===== config.mk =====
export PLATFORM = sky130hd
export DESIGN_NAME = pq_arbiter
export DESIGN_NICKNAME = d
export VERILOG_FILES = /design/src/rtl/pq_arbiter.sv
export SDC_FILE = /design/constraint.sdc
export NUM_CORES = 1
export LEC_CHECK = 0
export BUFFER_PORTS_ARGS = -buffer_cell sky130_fd_sc_hd__buf_4
export CAP_MARGIN = 20
export CORE_AREA = 2 2 97 71
export CTS_BUF_LIST = sky130_fd_sc_hd__clkbuf_8
export CTS_CLUSTER_SIZE = 16
export DETAILED_ROUTE_END_ITERATION = 10
export DIE_AREA = 0 0 99 73
export PLACE_DENSITY = 0.76
export SYNTH_ARGS = -nofsm -noshare
export SYNTH_HDL_FRONTEND = slang
export SYNTH_SLANG_ARGS = --single-unit

===== constraint.sdc =====
create_clock -name i_CLK -period 3.92 [get_ports i_CLK]
set_clock_uncertainty 0.1 [all_clocks]
set_input_delay 1.176 -clock i_CLK [delete_from_list [all_inputs] [get_ports i_CLK]]
set_output_delay 1.176 -clock i_CLK [all_outputs]
set_load 0.05 [all_outputs]

===== src/rtl/pq_arbiter.sv =====
// pq_arbiter: round-robin arbiter/sequencer sharing one max-priority queue among NUM_REQ requesters.
// Latency: accept in T, queue strobe in T+1, settle in T+2, response pulse in T+3; one command per 4 cycles.
// Backpressure: o_req_ready is asserted only in IDLE; responses have no backpressure (one-cycle pulse).
// Ports: i_req_* (valid/op/data per requester) in, o_req_ready one-hot grant out,
//        o_rsp_* tagged response out, o_q_* / i_q_* connect straight to the queue instance.
module pq_arbiter #(
   parameter int  NUM_REQ    = 4,
   parameter int  DATA_WIDTH = 16,
   parameter int  ENQ_ENA    = 1,
   localparam int ID_W       = $clog2(NUM_REQ)
) (
   input  logic                          i_CLK,
   input  logic                          i_RST,
   input  logic [NUM_REQ-1:0]            i_req_valid,
   input  logic [2*NUM_REQ-1:0]          i_req_op,
   input  logic [NUM_REQ*DATA_WIDTH-1:0] i_req_data,
   output logic [NUM_REQ-1:0]            o_req_ready,
   output logic                          o_rsp_valid,
   output logic [ID_W-1:0]               o_rsp_id,
   output logic [DATA_WIDTH-1:0]         o_rsp_data,
   output logic [1:0]                    o_rsp_status,
   output logic                          o_busy,
   output logic                          o_q_wrt,
   output logic                          o_q_read,
   output logic [DATA_WIDTH-1:0]         o_q_data,
   input  logic                          i_q_full,
   input  logic                          i_q_empty,
   input  logic [DATA_WIDTH-1:0]         i_q_data
);

   typedef enum logic [1:0] {S_IDLE, S_ISSUE, S_SETTLE, S_RESP} state_t;

   localparam logic [1:0] OP_ENQ     = 2'b01;
   localparam logic [1:0] OP_DEQ     = 2'b10;
   localparam logic [1:0] OP_REPL    = 2'b11;
   localparam logic [1:0] ST_OK      = 2'b00;
   localparam logic [1:0] ST_FULL    = 2'b01;
   localparam logic [1:0] ST_EMPTY   = 2'b10;
   localparam logic [1:0] ST_ILLEGAL = 2'b11;

   state_t                state_q;
   logic [ID_W-1:0]       rr_q;
   logic [ID_W-1:0]       id_q;
   logic [1:0]            op_q;
   logic [DATA_WIDTH-1:0] key_q;
   logic                  rsp_valid_q;
   logic [1:0]            rsp_status_q;
   logic [DATA_WIDTH-1:0] rsp_data_q;

   // Circular search for the first valid requester starting at rr_q.
   logic                  gnt_vld;
   logic [ID_W-1:0]       gnt_id;
   logic [ID_W-1:0]       cand;
   logic [ID_W-1:0]       rr_d;
   logic [1:0]            gnt_op;
   logic [DATA_WIDTH-1:0] gnt_key;

   always_comb begin
      gnt_vld = 1'b0;
      gnt_id  = '0;
      cand    = '0;
      for (int k = 0; k < NUM_REQ; k++) begin
         cand = ID_W'((int'(rr_q) + k) % NUM_REQ);
         if (!gnt_vld && i_req_valid[cand]) begin
            gnt_vld = 1'b1;
            gnt_id  = cand;
         end
      end
   end

   always_comb begin
      gnt_op  = '0;
      gnt_key = '0;
      for (int r = 0; r < NUM_REQ; r++) begin
         if (gnt_id == ID_W'(r)) begin
            gnt_op  = i_req_op[2*r +: 2];
            gnt_key = i_req_data[r*DATA_WIDTH +: DATA_WIDTH];
         end
      end
   end

   // Explicit wrap so non-power-of-two NUM_REQ rotates correctly.
   assign rr_d = (gnt_id == ID_W'(NUM_REQ - 1)) ? '0 : gnt_id + 1'b1;

   always_comb begin
      o_req_ready = '0;
      if (state_q == S_IDLE && gnt_vld) o_req_ready[gnt_id] = 1'b1;
   end

   // Action decided from the queue flags as they stand during ISSUE.
   logic                  dec_wrt;
   logic                  dec_rd;
   logic [1:0]            dec_status;
   logic [DATA_WIDTH-1:0] dec_data;

   always_comb begin
      dec_wrt    = 1'b0;
      dec_rd     = 1'b0;
      dec_status = ST_OK;
      dec_data   = '0;
      case (op_q)
         OP_ENQ: begin
            if (ENQ_ENA == 0)  dec_status = ST_ILLEGAL;
            else if (i_q_full) dec_status = ST_FULL;
            else               dec_wrt    = 1'b1;
         end
         OP_DEQ: begin
            if (i_q_empty) begin
               dec_status = ST_EMPTY;
            end else begin
               dec_rd   = 1'b1;
               dec_data = i_q_data;
            end
         end
         OP_REPL: begin
            // Replace is legal when full or with enqueue disabled; head goes back as old max.
            dec_wrt = 1'b1;
            dec_rd  = 1'b1;
            if (!i_q_empty) dec_data = i_q_data;
         end
         default: dec_status = ST_ILLEGAL;
      endcase
   end

   // Strobes are gated by the registered ISSUE state so they are confined to that
   // single cycle, yet still reflect the flags seen in ISSUE; reset removes them at once.
   assign o_q_wrt      = (state_q == S_ISSUE) && dec_wrt;
   assign o_q_read     = (state_q == S_ISSUE) && dec_rd;
   assign o_q_data     = key_q;
   assign o_busy       = (state_q != S_IDLE);
   assign o_rsp_valid  = rsp_valid_q;
   assign o_rsp_id     = id_q;
   assign o_rsp_data   = rsp_data_q;
   assign o_rsp_status = rsp_status_q;

   always_ff @(posedge i_CLK or posedge i_RST) begin
      if (i_RST) begin
         state_q      <= S_IDLE;
         rr_q         <= '0;
         id_q         <= '0;
         op_q         <= '0;
         key_q        <= '0;
         rsp_valid_q  <= 1'b0;
         rsp_status_q <= '0;
         rsp_data_q   <= '0;
      end else begin
         case (state_q)
            S_IDLE: begin
               rsp_valid_q <= 1'b0;
               if (gnt_vld) begin
                  op_q    <= gnt_op;
                  key_q   <= gnt_key;
                  id_q    <= gnt_id;
                  rr_q    <= rr_d;
                  state_q <= S_ISSUE;
               end
            end
            S_ISSUE: begin
               rsp_status_q <= dec_status;
               rsp_data_q   <= dec_data;
               state_q      <= S_SETTLE;
            end
            S_SETTLE: begin
               rsp_valid_q <= 1'b1;
               state_q     <= S_RESP;
            end
            default: begin
               rsp_valid_q  <= 1'b0;
               rsp_status_q <= '0;
               rsp_data_q   <= '0;
               key_q        <= '0;
               state_q      <= S_IDLE;
            end
         endcase
      end
   end

endmodule


### Word level (Yosys, flattened, before mapping)

Index checks and enable logic that the tools add are counted.

| operators by class | value |
|---|---|
| $add $sub $neg | 4 |
| order comparisons | 6 |
| equality and inequality tests | 9 |
| multiplexer cells | 44 |
| bitwise operators | 1 |
| reductions and logical operators | 18 |

Operator list:

| cell | count |
|---|---|
| $mux W16 | 7 |
| $pmux W16 S2 | 2 |
| $mux W2 | 11 |
| $lt A2 B3 Y1 const B | 5 |
| $mux W1 | 12 |
| $pmux W2 S3 | 2 |
| $eq A2 B2 Y1 const B | 5 |
| $bmux W1 S2 | 4 |
| $logic_and A1 B1 Y1 | 7 |
| $eq A2 B1 Y1 const B | 3 |
| $pmux W1 S2 | 3 |
| $reduce_or A2 Y1 | 3 |
| $add A2 B1 Y2 const B | 2 |
| $add A2 B2 Y2 const B | 2 |
| $logic_not A2 Y1 | 2 |
| $mux W4 | 1 |
| $pmux W2 S2 | 1 |
| $reduce_and A2 Y1 | 2 |
| $logic_not A1 Y1 | 3 |
| $demux W1 S2 | 1 |
| $ge A2 B1 Y1 const B | 1 |
| $ne A2 B2 Y1 const B | 1 |
| $reduce_bool A2 Y1 | 1 |
| $not A1 Y1 | 1 |

| word-level totals | value |
|---|---|
| flip-flop bits (word level) | 43 |
| input bits | 96 |

### Depth between registers and ports, before layout

| depth | value |
|---|---|
| depth in word-level cells | 19 |
| mapped depth | 10 |
| gate-level depth less buffers | 9 |

### Worst setup path before layout

Ideal clock, no wire load.

| timing path | value |
|---|---|
| path kind | in2out |
| from | in i_req_valid[2] |
| to | out o_req_ready[3] |
| arrival time | 3492 ps |
| setup slack | -848 ps |
| cell stages on the path | 8 |
| path buffers | 2 |
| cells stage by stage | mux2i_1 > nor2_1 > nor4_1 > ha_1 > inv_1 > buf_2 > buf_2 > nor3_1 |

| between the ends | value |
|---|---|
| word-level cells in the longest chain between the ends | 17 |

Ends and longest elaborated chain:

| item | line | text |
|---|---|---|
| from (decl) | 14 | `input logic [NUM_REQ-1:0] i_req_valid,` |
| $bmux W1 S2 | 64 | `if (!gnt_vld && i_req_valid[cand]) begin` |
| $mux W1 (implied by the code) | 64 |  |
| $mux W1 | 64 |  |
| $logic_not A1 Y1 | 64 |  |
| $logic_and A1 B1 Y1 | 64 |  |
| $mux W1 | 64 |  |
| $logic_not A1 Y1 | 64 |  |
| $logic_and A1 B1 Y1 | 64 |  |
| (+2 left out) | - |  |
| $logic_and A1 B1 Y1 | 64 |  |
| $mux W2 * | 64 |  |
| named net gnt_id[0] | 52 | `logic [ID_W-1:0] gnt_id;` |
| $lt A2 B3 Y1 (implied by the code) / $ge A2 B1 Y1 (equally long branches) | 87 | `if (state_q == S_IDLE && gnt_vld) o_req_ready[gnt_id] = 1'b1;` |
| $logic_and A1 B1 Y1 (implied by the code) | 87 |  |
| $mux W1 (implied by the code) | 87 |  |
| $demux W1 S2 * | 87 |  |
| $mux W4 * | 87 |  |
| to (decl) | 17 | `output logic [NUM_REQ-1:0] o_req_ready,` |

Mark *: on every way through the listed nets, which the timed path passes. The rest lies on a longest branch. The select of a mux whose other input is x is not followed.

### Final worst setup path

| timing path | value |
|---|---|
| from | in i_req_valid[0] |
| to | out o_req_ready[2] |

Same word-level chain as after synthesis.

==> results.py <==
metrics = {
    "yosys": {
        "synth_most_common_cell": "dfrtp_1",
        "yosys-top-cells-area": "dfrtp_1 (43%), o41ai_2 (8.5%), a22o_1 (5.6%)",
        "ys_types": 39,
        "syn_area_mm2": 0.00249,
        "yosysSeqAreaShare_pct": 43.3,
        "synth_cells": 232,
        "synth_commonest_cells": "dfrtp_1 (43), nand2_1 (27), o22ai_1 (17)",
        "yosysTopAreaCell": "dfrtp_1",
        "netlist.area_leader.share_pct": 43.3,
        "synth_fp_nets": 336,
        "ys_warn_count": 0,
        "syn_avg_cell_area_um2": 10.7,
        "synthFlopType": "dfrtp_1",
        "synth_edf_count": 0,
        "async_reset_ff_share_pct": 100,
        "synth_seq_cells": 43,
    },
    "die": {
        "row_count": 25,
        "start_util_pct": 38.8,
        "io_pins": 140,
        "dieWidth_um": 99,
        "die_h_um": 73,
        "core_mm2": 0.00641,
        "die-area_mm2": 0.00723,
    },
    "placement": {
        "post-place-ws_ps": 43.1,
        "place_congestion": 0.806,
        "port_buffers": 139,
        "place_hpwl_um": 5610,
        "post_dp_cell_area_mm2": 0.00362,
    },
    "clock_tree": {
        "cts_buffer_depth": 2,
        "clkTransAtPathRegs_ps": 80,
        "cts_buffers": 5,
        "insertion_delay_ps": 290,
        "htree_levels": 2,
        "cts_setup_buffers": 0,
        "ctsResizeCount": 0,
        "cts_tree": "yes",
        "clock-sinks": 43,
        "root_buffer": "clkbuf_8",
        "holdBufCountCts": 0,
    },
    "global_route": {
        "met2_usage_pct": 32.4,
        "grt_overflow": 0,
        "grt_use_met3_pct": 6.61,
        "grt_max_degree": 44,
        "track_usage_pct": 19.8,
        "grt_pass1_vias": 2405,
        "grt_pass1_wl_um": 11600,
        "met1_usage_pct": 26.2,
        "top_usage_layer": "met2",
        "grt_antenna_before_repair": 0,
    },
    "critical_path": {
        "cp_top_family": "buffers and inverters",
        "cp_common_cell": "buf_4",
        "crit_type": "input pin to primary output",
        "arrival_ps": 2530,
        "cp_cell_sequence": "buf_4, mux2i_4, nor2_2, nor4_2, buf_4, inv_1, ha_1, and3_1, buf_4",
        "slowest_delay_ps": 230,
        "required_ps": 2640,
        "end_kind": "primary output",
        "crit_slowest_cell": "nor4_2",
        "path_max_fanout": 6,
        "path_buf_inv": 4,
        "crit_path_start_kind": "input pin",
    },
    "status": {
        "status": "finished, final reports clean",
    },
    "detailed_routing": {
        "viasPerCell": 5.23,
        "drc": 0,
        "dr_total_vias": 2364,
        "wire_per_inst_um": 16.1,
        "wirelength_um": 7280,
        "dr.pass1.iters": 4,
        "drt_iter0_markers": 81,
        "postRouteAntennaNets": 0,
    },
    "power": {
        "p_leak_nw": 1.88,
        "p_per_area_mw_per_mm2": 737,
        "peakVddDrop_uv": 274,
        "total_power_w": 0.00275,
    },
    "min_path": {
        "min_path_type": "flip-flop to flip-flop",
    },
    "final_layout": {
        "n_antenna_cell": 0,
        "stdcell_area_mm2": 0.00373,
        "fin_util_pct": 58.2,
        "area_growth_pct": 50.1,
        "final_layout_size_suffix_gt1_share_pct": 50.4,
        "nNetsFinal": 474,
    },
    "timing": {
        "setup_viol": 0,
        "fmax_mhz": 263,
        "whs_ps": 389,
        "tightest_slew_ps": 886,
        "max_slew_margin_pct": 40.9,
        "rsz0062_at_grt": "false",
        "hold_viol_final": 0,
        "fin_crit_sh_pct": 97.0,
        "slew_viol_final": 0,
        "post-route-min-period_ps": 3800,
        "setup_slack_ps": 118,
    },
    "flow_run": {
        "cap_viol_max_count": 0,
    },
}
cell type report:
class,instances,area [µm²]
fill,568,2680
multi-input combinational,162,1320
tap,81,101
clock inverter,3,15.0
sequential,43,1080
inverter,10,37.5
clock buffer,5,68.8
timing repair buffer,148,1110
placed cells by master (no fill, tap or decap), types with 2 or more instances in the layout:
cell        n
buf_4     147
dfrtp_1    43
nand2_1    27
o22ai_1    16
a22o_1     16
a221oi_1   15
o41ai_2    13
inv_1       9
nor2b_1     9
ha_1        7
and2b_1     6
a21oi_1     6
clkbuf_8    5
nand2b_1    4
nor2_1      4
o21ai_0     4
o41ai_1     3
mux2_2      3
clkinv_2    3
a221o_1     2
nand3_1     2
nor2_2      2
a31oi_1     2
nor3_4      2
o211ai_1    2
and3_4      2
stage by stage:
step,cells,setup TNS [ps]
final,452,0
after global routing,452,0
after CTS,452,0
after detailed placement,444,0
after global placement,444,0
after floorplan,232,-12.0
state kept, by name, summed over array words and instances (netlist names):
signal        cells
o_q_data         16
op_q              2
rr_q              2
o_rsp_data       16
o_rsp_id          2
o_rsp_valid       1
state_q           2
o_rsp_status      2
worst register-to-register path, delay by kind of cell, from the launching register on:
kind	cells	cell delay (ps)
and+or+nand+nor	3	750
DFF	1	510
buffers and inverters	3	380
muxes	1	280
adders and majority gates	1	200
AOI/OAI and AO/OA	2	420
cells by family (layout without fill, tap and decap cells):
kind of cell    count (synthesis)  in the layout  share of synthesized area (%)
fa+ha+maj                       8              8                           4.03
flops                          43             43                           43.3
simple gates                   65             65                           14.3
mux                             4              4                           1.76
buf+inv                        27            166                           5.74
compound gates                 85             85                           30.9
path summary, 6_finish.rpt:
check | from | end | slack [ps] | cells after the start
worst max-delay path | i_req_valid[0] | o_req_ready[2] | 120 | 9
worst min-delay path | o_q_data[9]$_DFFE_PP0P_ | o_q_data[9]$_DFFE_PP0P_ | 390 | 2
worst max register to register | rr_q[1]$_DFFE_PP0P_ | o_q_data[10]$_DFFE_PP0P_ | 1160 | 10
worst min register to register | o_q_data[9]$_DFFE_PP0P_ | o_q_data[9]$_DFFE_PP0P_ | 390 | 2
max in group asynchronous | i_RST | o_rsp_id[0]$_DFFE_PP0P_ | 2180 | 2
min in group asynchronous | i_RST | o_rsp_data[14]$_DFFE_PP0P_ | 980 | 2
report_power, final:
group          switching [W]  total, W  leakage (nW)  internal (W)
Clock               0.000149  0.000272        0.0477      0.000122
Sequential         0.0000910  0.000664         0.571      0.000573
Combinational        0.00118   0.00182          1.26      0.000635
routing by layer:
layer | part of all wire, % | up-vias | wire length (µm)
li1 | - | 1162 | -
met1 | 44 | 1123 | 3230
met2 | 48 | 77 | 3470
met3 | 7.6 | 2 | 556
met4 | 0.29 | 0 | 21
met5 | 0 | - | 0
Note: power is estimated with default switching activity, not from simulation.
